$ cat src/rtl/dcache_pkg.sv
// Shared constants and state encoding for the direct-mapped write-back data cache.
// Default geometry is 16 lines of 4 words, 24-bit tags.
package dcache_pkg;

  localparam int unsigned INDEX_W_DEF  = 4;
  localparam int unsigned OFFSET_W_DEF = 2;
  localparam int unsigned TAG_W        = 32 - 2 - OFFSET_W_DEF - INDEX_W_DEF;
  localparam int unsigned LINE_WORDS   = 1 << OFFSET_W_DEF;
  localparam logic [23:0] UNCACHED_HI  = 24'h000000;

  typedef logic [1:0] state_t;

  localparam state_t IDLE   = 2'd0;
  localparam state_t WB     = 2'd1;
  localparam state_t REFILL = 2'd2;

  // The low 256 bytes are local scratch space that never touches the cache.
  function automatic logic is_uncached(input logic [31:0] a);
    return a[31:8] == UNCACHED_HI;
  endfunction

endpackage

$ cat src/rtl/dcache_store.sv
// Tag/data arrays of the data cache: combinational read, one word write, one metadata write.
// Only valid/dirty are reset; tags and data come up undefined.
module dcache_store
  import dcache_pkg::*;
#(
  parameter int unsigned INDEX_W  = INDEX_W_DEF,
  parameter int unsigned OFFSET_W = OFFSET_W_DEF,
  parameter int unsigned TagBits  = TAG_W
) (
  input  logic                clk_i,
  input  logic                rst_i,
  input  logic [INDEX_W-1:0]  rd_idx_i,
  input  logic [OFFSET_W-1:0] rd_off_i,
  output logic                rd_valid_o,
  output logic                rd_dirty_o,
  output logic [TagBits-1:0]  rd_tag_o,
  output logic [31:0]         rd_word_o,
  input  logic                word_we_i,
  input  logic [INDEX_W-1:0]  word_idx_i,
  input  logic [OFFSET_W-1:0] word_off_i,
  input  logic [31:0]         word_data_i,
  input  logic                meta_we_i,
  input  logic [INDEX_W-1:0]  meta_idx_i,
  input  logic [TagBits-1:0]  meta_tag_i,
  input  logic                meta_valid_i,
  input  logic                meta_dirty_i
);

  localparam int unsigned Lines     = 1 << INDEX_W;
  localparam int unsigned LineWords = 1 << OFFSET_W;

  logic [Lines-1:0]   valid_q;
  logic [Lines-1:0]   dirty_q;
  logic [TagBits-1:0] tag_q  [Lines];
  logic [31:0]        data_q [Lines][LineWords];

  always_ff @(posedge clk_i or posedge rst_i) begin
    if (rst_i) begin
      valid_q <= '0;
      dirty_q <= '0;
    end else if (meta_we_i) begin
      valid_q[meta_idx_i] <= meta_valid_i;
      dirty_q[meta_idx_i] <= meta_dirty_i;
    end
  end

  always_ff @(posedge clk_i) begin
    if (meta_we_i) begin
      tag_q[meta_idx_i] <= meta_tag_i;
    end
    if (word_we_i) begin
      data_q[word_idx_i][word_off_i] <= word_data_i;
    end
  end

  assign rd_valid_o = valid_q[rd_idx_i];
  assign rd_dirty_o = dirty_q[rd_idx_i];
  assign rd_tag_o   = tag_q[rd_idx_i];
  assign rd_word_o  = data_q[rd_idx_i][rd_off_i];

endmodule

$ cat src/rtl/dcache_ctrl.sv
// Direct-mapped write-back data cache controller for the MEM stage.
// Hits complete combinationally; misses write back a dirty victim, refill, then hit.
module dcache_ctrl
  import dcache_pkg::*;
#(
  parameter int unsigned INDEX_W  = INDEX_W_DEF,
  parameter int unsigned OFFSET_W = OFFSET_W_DEF
) (
  input  logic        clk,
  input  logic        rst,
  input  logic        r_valid,
  input  logic        w_valid,
  input  logic [31:0] addr,
  input  logic [31:0] w_data,
  output logic [31:0] r_data,
  output logic        r_ready,
  output logic        w_ready,
  output logic        mem_req,
  output logic        mem_we,
  output logic [31:0] mem_addr,
  output logic [31:0] mem_wdata,
  input  logic [31:0] mem_rdata,
  input  logic        mem_ack,
  output logic [31:0] hit_cnt,
  output logic [31:0] miss_cnt
);

  localparam int unsigned TagW = 30 - INDEX_W - OFFSET_W;

  state_t              state_q, state_d;
  logic [OFFSET_W-1:0] beat_q, beat_d;
  logic [TagW-1:0]     victim_tag_q, victim_tag_d;
  logic [TagW-1:0]     req_tag_q, req_tag_d;
  logic [INDEX_W-1:0]  idx_q, idx_d;
  logic                just_filled_q, just_filled_d;
  logic [31:0]         hit_cnt_q, hit_cnt_d;
  logic [31:0]         miss_cnt_q, miss_cnt_d;

  logic [TagW-1:0]     a_tag;
  logic [INDEX_W-1:0]  a_idx;
  logic [OFFSET_W-1:0] a_off;
  logic                uncached, req, in_idle, hit, miss, last_beat;
  logic                unused_addr;

  logic [INDEX_W-1:0]  rd_idx;
  logic [OFFSET_W-1:0] rd_off;
  logic                rd_valid, rd_dirty;
  logic [TagW-1:0]     rd_tag;
  logic [31:0]         rd_word;

  logic                word_we;
  logic [INDEX_W-1:0]  word_idx;
  logic [OFFSET_W-1:0] word_off;
  logic [31:0]         word_data;
  logic                meta_we, meta_valid, meta_dirty;
  logic [INDEX_W-1:0]  meta_idx;
  logic [TagW-1:0]     meta_tag;

  assign a_tag       = addr[31 -: TagW];
  assign a_idx       = addr[2+OFFSET_W +: INDEX_W];
  assign a_off       = addr[2 +: OFFSET_W];
  assign unused_addr = ^addr[1:0];

  assign uncached  = is_uncached(addr);
  assign req       = r_valid | w_valid;
  assign in_idle   = (state_q == IDLE);
  assign last_beat = &beat_q;

  // In IDLE the array is looked up by the request; during a miss by the latched line/beat.
  assign rd_idx = in_idle ? a_idx : idx_q;
  assign rd_off = in_idle ? a_off : beat_q;

  assign hit  = in_idle & req & ~uncached & rd_valid & (rd_tag == a_tag);
  assign miss = in_idle & req & ~uncached & ~hit;

  dcache_store #(
    .INDEX_W  (INDEX_W),
    .OFFSET_W (OFFSET_W),
    .TagBits  (TagW)
  ) u_store (
    .clk_i        (clk),
    .rst_i        (rst),
    .rd_idx_i     (rd_idx),
    .rd_off_i     (rd_off),
    .rd_valid_o   (rd_valid),
    .rd_dirty_o   (rd_dirty),
    .rd_tag_o     (rd_tag),
    .rd_word_o    (rd_word),
    .word_we_i    (word_we),
    .word_idx_i   (word_idx),
    .word_off_i   (word_off),
    .word_data_i  (word_data),
    .meta_we_i    (meta_we),
    .meta_idx_i   (meta_idx),
    .meta_tag_i   (meta_tag),
    .meta_valid_i (meta_valid),
    .meta_dirty_i (meta_dirty)
  );

  // Store wins over load when both are presented.
  always_comb begin
    r_ready = 1'b0;
    w_ready = 1'b0;
    r_data  = 32'h0;
    if (uncached && req) begin
      r_ready = 1'b1;
      w_ready = 1'b1;
    end else if (hit) begin
      if (w_valid) begin
        w_ready = 1'b1;
      end else begin
        r_ready = 1'b1;
        r_data  = rd_word;
      end
    end
  end

  always_comb begin
    state_d       = state_q;
    beat_d        = beat_q;
    victim_tag_d  = victim_tag_q;
    req_tag_d     = req_tag_q;
    idx_d         = idx_q;
    just_filled_d = just_filled_q;
    hit_cnt_d     = hit_cnt_q;
    miss_cnt_d    = miss_cnt_q;

    word_we    = 1'b0;
    word_idx   = idx_q;
    word_off   = beat_q;
    word_data  = mem_rdata;
    meta_we    = 1'b0;
    meta_idx   = idx_q;
    meta_tag   = req_tag_q;
    meta_valid = 1'b1;
    meta_dirty = 1'b0;

    mem_req   = 1'b0;
    mem_we    = 1'b0;
    mem_addr  = 32'h0;
    mem_wdata = 32'h0;

    case (state_q)
      IDLE: begin
        just_filled_d = 1'b0;
        if (hit) begin
          // The hit that retires a just-completed refill was already counted as a miss.
          if (!just_filled_q) begin
            hit_cnt_d = hit_cnt_q + 32'd1;
          end
          if (w_valid) begin
            word_we    = 1'b1;
            word_idx   = a_idx;
            word_off   = a_off;
            word_data  = w_data;
            meta_we    = 1'b1;
            meta_idx   = a_idx;
            meta_tag   = a_tag;
            meta_dirty = 1'b1;
          end
        end else if (miss) begin
          miss_cnt_d   = miss_cnt_q + 32'd1;
          victim_tag_d = rd_tag;
          req_tag_d    = a_tag;
          idx_d        = a_idx;
          beat_d       = '0;
          state_d      = (rd_valid && rd_dirty) ? WB : REFILL;
        end
      end

      WB: begin
        mem_req   = 1'b1;
        mem_we    = 1'b1;
        mem_addr  = {victim_tag_q, idx_q, beat_q, 2'b00};
        mem_wdata = rd_word;
        if (mem_ack) begin
          if (last_beat) begin
            beat_d  = '0;
            state_d = REFILL;
          end else begin
            beat_d = beat_q + OFFSET_W'(1);
          end
        end
      end

      REFILL: begin
        mem_req  = 1'b1;
        mem_addr = {req_tag_q, idx_q, beat_q, 2'b00};
        if (mem_ack) begin
          word_we = 1'b1;
          if (last_beat) begin
            meta_we       = 1'b1;
            beat_d        = '0;
            state_d       = IDLE;
            just_filled_d = 1'b1;
          end else begin
            beat_d = beat_q + OFFSET_W'(1);
          end
        end
      end

      default: begin
        state_d = IDLE;
      end
    endcase
  end

  always_ff @(posedge clk or posedge rst) begin
    if (rst) begin
      state_q       <= IDLE;
      beat_q        <= '0;
      victim_tag_q  <= '0;
      req_tag_q     <= '0;
      idx_q         <= '0;
      just_filled_q <= 1'b0;
      hit_cnt_q     <= '0;
      miss_cnt_q    <= '0;
    end else begin
      state_q       <= state_d;
      beat_q        <= beat_d;
      victim_tag_q  <= victim_tag_d;
      req_tag_q     <= req_tag_d;
      idx_q         <= idx_d;
      just_filled_q <= just_filled_d;
      hit_cnt_q     <= hit_cnt_d;
      miss_cnt_q    <= miss_cnt_d;
    end
  end

  assign hit_cnt  = hit_cnt_q;
  assign miss_cnt = miss_cnt_q;

endmodule
$ cat config.mk
export PLATFORM = sky130hd
export DESIGN_NAME = dcache_ctrl
export DESIGN_NICKNAME = d
export VERILOG_FILES = /design/src/rtl/dcache_pkg.sv /design/src/rtl/dcache_store.sv /design/src/rtl/dcache_ctrl.sv
export SDC_FILE = /design/constraint.sdc
export NUM_CORES = 2
export LEC_CHECK = 0
export BUFFER_PORTS_ARGS = -buffer_cell sky130_fd_sc_hd__buf_2
export CAP_MARGIN = 20
export CORE_MARGIN = 2
export CORE_UTILIZATION = 50
export CTS_BUF_LIST = sky130_fd_sc_hd__clkbuf_8 sky130_fd_sc_hd__clkbuf_16
export DETAILED_ROUTE_END_ITERATION = 12
export GPL_TIMING_DRIVEN = 0
export PLACE_DENSITY = 0.78
export SLEW_MARGIN = 20
export SYNTH_ARGS = -nofsm -noshare
export SYNTH_HDL_FRONTEND = slang
export SYNTH_SLANG_ARGS = --single-unit
$ cat constraint.sdc
create_clock -name clk -period 7.5 [get_ports clk]
set_input_delay 0.75 -clock clk [delete_from_list [all_inputs] [get_ports clk]]
set_output_delay 0.75 -clock clk [all_outputs]
set_load 0.02 [all_outputs]
# After elaboration in Yosys (flattened, before gate mapping)
# Memory sizes are Yosys's and may differ from the RTL's.
# Cells that the tools add are included.
# word_totals
mem_count	2
out_inout_bits	164
mem_bits_rw	2432
wordCells	123
register_bits	153
# mem_list
name	depth	width	rd	rd_ports_with_merged_regs	write_ports	line_no	source
u_store.data_q	16	128	1	0	1	dcache_store.sv:35	logic [31:0] data_q [Lines][LineWords];
u_store.tag_q	16	24	1	0	1	dcache_store.sv:34	logic [TagBits-1:0] tag_q [Lines];
# classes
magnitude_cmp	6
reduce_logical	15
addsub	3
n_mux	65
bitwise_logic	12
eq_ne	10
# ops
op	n
$mux W32	10
$mux W128	1
$mux W24	3
$add A32 B1 Y32 const B	2
$bmux W32 S2	1
$demux W32 S2	1
$pmux W32 S2	1
$mux W2	15
$eq A24 B24 Y1	1
$logic_not A24 Y1	1
$mux W1	20
$bwmux W16	1
$mux W4	4
$or A16 B16 Y16	1
$lt A4 B5 Y1 const B	2
$ne A2 B2 Y1 const B	5
$reduce_and A3 Y1	3
$bmux W1 S4	2
$ge A3 B3 Y1 const B	2
$not A2 Y3	2
$pmux W1 S2	3
$pmux W2 S3	1
$reduce_and A6 Y1	1
$and A1 B1 Y1	5
16 further kinds	23

# Longest topological paths before layout
# logic_depth
ltp_word	14
depth_mapped	22
depth_no_buf	13

# Modules after synthesis
# Synthesis repeated with hierarchy kept, for this count alone.
# hier_totals
hier_cells	4725
area_unflattened_um2	101790.1
# modules_own_cells
module	seq_area_each_um2	cells_per_inst	n_inst	area_per_inst_um2
dcache_store	73830.8	4015	1	94376.8
dcache_ctrl	3027.9	710	1	7413.4

# Worst setup path after synthesis
# OpenSTA, ideal clock, no wires.
# synth_path
kind	in2reg
from	in addr[4]
to	mem u_store.data_q[6][100] (netlist bit), enable pin
setup_time_ns	0.466
required_time_ns	7.034
cell_stages	16
arrival_time_ns	5.825
path_slack_ns	1.210
cell_sequence	buf_2 clkbuf_1 buf_2 buf_1 a21oi_1 o32a_1 o21a_1 a32o_1 xor2_1 nor4_2 and4_1 and3_1 buf_2 buf_4 buf_4 o21ai_0
# synth_via
elab_chain_cells	13
elab_cells_between_ends	22
classes_between	order compare (2); eq/ne (1); mux (14); bitwise (3); reduce/logical (1); memory (1)
# synth_lines
element	line_no	source
start: declaration	dcache_ctrl.sv:13	input logic [31:0] addr,
branches (longest 13 deep; another with $mem_v2 Z16 W24)	-	
end: declaration	dcache_store.sv:35	
# Several ways; the timed one is not identified. The select of a mux whose other input is x is not followed.

# Worst setup path after layout
# layout_path
from	reg state_q[0]
to	out r_data[8]
# layout_via
elab_chain_cells	9
elab_cells_between_ends	19
classes_between	eq/ne (1); mux (10); bitwise (5); reduce/logical (1); memory (2)
# layout_lines
element	line_no	source
start: declaration	dcache_ctrl.sv:30	state_t state_q, state_d;
start signal: assignment	dcache_ctrl.sv:219	state_q <= state_d;
$logic_not A2 Y1 *	dcache_ctrl.sv:66	assign in_idle = (state_q == IDLE);
$mux W4 / $mux W2 (equally long branches)	dcache_ctrl.sv:70, dcache_ctrl.sv:71	
$mem_v2 Z16 W128 / $not A2 Y3 (equally long branches)	-	
$bmux W32 S2	dcache_store.sv:59	assign rd_word_o = data_q[rd_idx_i][rd_off_i];
$mux W32 (implied by the code) (2 in series)	dcache_store.sv:59	
$mux W32	dcache_ctrl.sv:109	if (w_valid) begin
$mux W32 *	dcache_ctrl.sv:108	end else if (hit) begin
$mux W32 *	dcache_ctrl.sv:105	if (uncached && req) begin
end: declaration	dcache_ctrl.sv:15	output logic [31:0] r_data,
# Every way passes the cells marked *; elsewhere a longest branch is shown, timed or not. The select of a mux whose other input is x is not followed.

==> run summary <==
Outcome -> complete, but fails checks
Failing checks -> setup timing
Drt via density -> 6.948
Routed WL -> 358.6 mm
Seq cells post-synth -> 2585
First-pass GRT wire length -> 490.2 mm
Fmax -> 128.9 MHz
Post-Route M1 WL -> 112.4 mm
Overflow after GRT -> 0
Cell area after synthesis -> 104600 sq um
Post-synth top area share -> 69.80%
GR Util All Layers -> 32.86%
Average routed wire per standard cell -> 37.13 um
CTS tree -> yes
Clock transition at the registers of the reported paths -> 60 ps
Gp weighted congestion -> 0.9646
Initial antenna violation count -> 30
Commonest non-fill, non-tap cell in the layout -> edfxtp_1
Number of global-route vias before repair -> 64850
Placed inst area -> 113800 sq um
Port Buffers -> 258
1st-iter DRT viols -> 13230
Final Hold Fails -> 0
DRC -> 0
PwrDens -> 391.2 nW/um^2
Chip Width -> 461.5 um
Post-route ant nets -> 0
Fin nets -> 6750
Fillers -> 14180
Leading area contributor after synthesis -> edfxtp_1
Number of flops mapped to enable cells by yosys -> 2432
Final instance area -> 122900 sq um
Top routing layer in use -> met5
Unique masters post-synth -> 90
Wire length on met3 -> 54.42 mm
Clock Skew -> 68.09 ps
Mapped Cells -> 5956
Worst Reg-to-Reg Cells -> 22
CTS H-tree depth -> 4
Crit path max fanout -> 10
Yosys warnings -> 0
Mean Syn Cell Area -> 17.57 sq um
Met2 WL -> 161.8 mm
Core Box Area -> 207500 sq um
Hold Path Cell Cnt -> 2
Register area -> 76860 sq um
Critical Path End Type -> output port
Fin. max-slew vios -> 0
Worst rel slew slack -> 18.44%
Worst setup margin -> -259.3 ps
Post-synth top flop -> edfxtp_1
Clk_lat worst skew -> 930 ps
Main area contributors after synthesis -> edfxtp_1 (70%), mux4_2 (12%), dfrtp_1 (3.7%), nand2_1 (2.2%), nand3_1 (1.5%)
Crit share post-route -> 103.5%
Sequential area share after synthesis -> 73.45%
Largest net degree at the start of global routing -> 89
Ys async rst share -> 5.919%
Hold WC Path Type -> in2reg
Die height -> 461.5 um
Area of the multi-input gates -> 27380 sq um
Worst Setup Path Type -> reg2out
P_leak -> 41.04 nW
Root buffer cell -> clkbuf_16
Crit path arrival time -> 7010 ps
Pwr Total -> 48.07 mW
Clock tree sinks -> 2585
I/O pin count -> 265
DR pass1 iterations -> 8
Starting density of the core -> 50.43%
Detailed-route via count -> 67090
Layout cells sized above 1 -> 26.49%
Maximum buffer depth of the clock tree -> 3
Die footprint -> 212900 sq um
Synth-to-Final Area Change -> 17.44%
Max cap viols -> 0
Worst-margin pin slew -> 1200 ps
Critical Path Start Type -> register
Post-DP HPWL -> 223.5 mm
CTS Buf Count -> 241
# setup viols final -> 38
Req. time, crit path -> 6750 ps
FP Rows -> 167
Max VDD drop -> 0.3313 mV
Fin Setup TNS -> -2050 ps
Fin crit period -> 7759 ps
Most frequent cells in the layout -> edfxtp_1 (2432), nand2_1 (611), mux4_2 (535)
report_power, final:
part | leakage [nW] | switching (mW) | internal (mW) | total [mW]
clock network | 4.00 | 5.65 | 6.59 | 12.2
registers | 23.8 | 0.226 | 16.5 | 16.8
logic | 13.2 | 13.0 | 6.08 | 19.1
cell families after synthesis:
| logic type | count (synthesis) | share of synthesized area (%) |
|---|---|---|
| muxes | 678 | 13.04 |
| DFF | 2585 | 73.45 |
| xor gates and xnor gates | 84 | 0.7031 |
| buffers and inverters | 416 | 1.692 |
| adders and majority gates | 6 | 0.07175 |
| and+or+nand+nor | 1548 | 6.915 |
| AOI/OAI and AO/OA | 638 | 4.120 |
| other | 1 | 0.003584 |
synth_stat cells (all sizes together) (11+ instances only):
library cell,instances
nand3,314
nor2b,74
nand2b,32
a22oi,32
nor2,211
and2,36
a21boi,12
mux2i,31
a31oi,14
nand4,45
mux2,112
inv,32
nand3b,11
clkbuf,217
nand2,625
buf,164
xnor2,63
a21oi,100
o21ai,149
o31ai,36
nor3,53
a211oi,14
dfrtp,153
mux4,535
a311oi,69
o21a,11
edfxtp,2432
nor4,13
o211ai,51
and3,100
xor2,21
o22ai,53
area by class of cell:
| type | count | area share, % |
|---|---|---|
| antenna | 17 | 0.03462 |
| buffer | 378 | 1.530 |
| clock buffer | 244 | 4.941 |
| clock inverter | 207 | 1.406 |
| inverter | 35 | 0.1130 |
| multi-input combinational | 2956 | 22.28 |
| sequential | 2585 | 62.55 |
| tap | 2788 | 2.839 |
| timing repair buffer | 446 | 4.309 |
flip-flops by register name (all words and copies together), names as in the netlist:
| name | flops |
|---|---|
| u_store.valid_q | 16 |
| hit_cnt | 32 |
| beat_q | 2 |
| idx_q | 4 |
| u_store.data_q | 2048 |
| u_store.dirty_q | 16 |
| just_filled_q | 1 |
| victim_tag_q | 24 |
| u_store.tag_q | 384 |
| state_q | 2 |
| miss_cnt | 32 |
| req_tag_q | 24 |
what timing repair did:
item                                    CTS  global route
setup endpoints to repair              1650           662
hold buffers                              1             0
endpoints found under the hold margin    65             0
setup buffers                             0            48
pin swaps                                 0            12
gates resized for setup                 159            89
gates cloned                              0             0
worst paths after layout:
check	slack, ps	from	endpoint
max in group asynchronous	6170	rst	u_store.dirty_q[6]
hold / removal	180	addr[16]	req_tag_q[8]
hold reg to reg	480	u_store.valid_q[11]	u_store.valid_q[11]
min in group asynchronous	470	rst	req_tag_q[1]
setup / recovery	-260	state_q[0]	r_data[8]
setup reg to reg	-40	state_q[0]	u_store.data_q[7][20]
worst max-delay path, stage by stage, from the launching register on:
cell      delay (ps)
dfrtp_1          380
inv_1            110
ha_1             290
buf_6            220
mux2_4           190
buf_6            210
buf_4            310
buf_4            320
buf_2            340
clkbuf_4         340
buf_2            420
clkbuf_4         390
mux4_2           310
nand2_1           70
a311oi_1         650
a311oi_1         130
a31oi_1          950
and3_1           280
buf_2            170
per-stage QoR:
stage	setup slack, ps	util, %	hold slack, ps	std cells
floorplan	1210	-	423.7	5957
global placement	-4881	52.73	439.7	9003
detailed placement	-780.6	54.84	457.8	9142
CTS	-15.05	58.82	140.0	9592
global route	-244.9	59.21	158.8	9647
finish	-259.3	59.22	178.0	9656
layer usage:
| layer | global-route usage (%) | vias up |
|---|---|---|
| li1 | - | 25200 |
| met1 | 40.73 | 33360 |
| met2 | 49.50 | 6992 |
| met3 | 10.46 | 1517 |
| met4 | 22.34 | 18 |
| met5 | 0 | - |
Power figures use the tool's default switching activity.
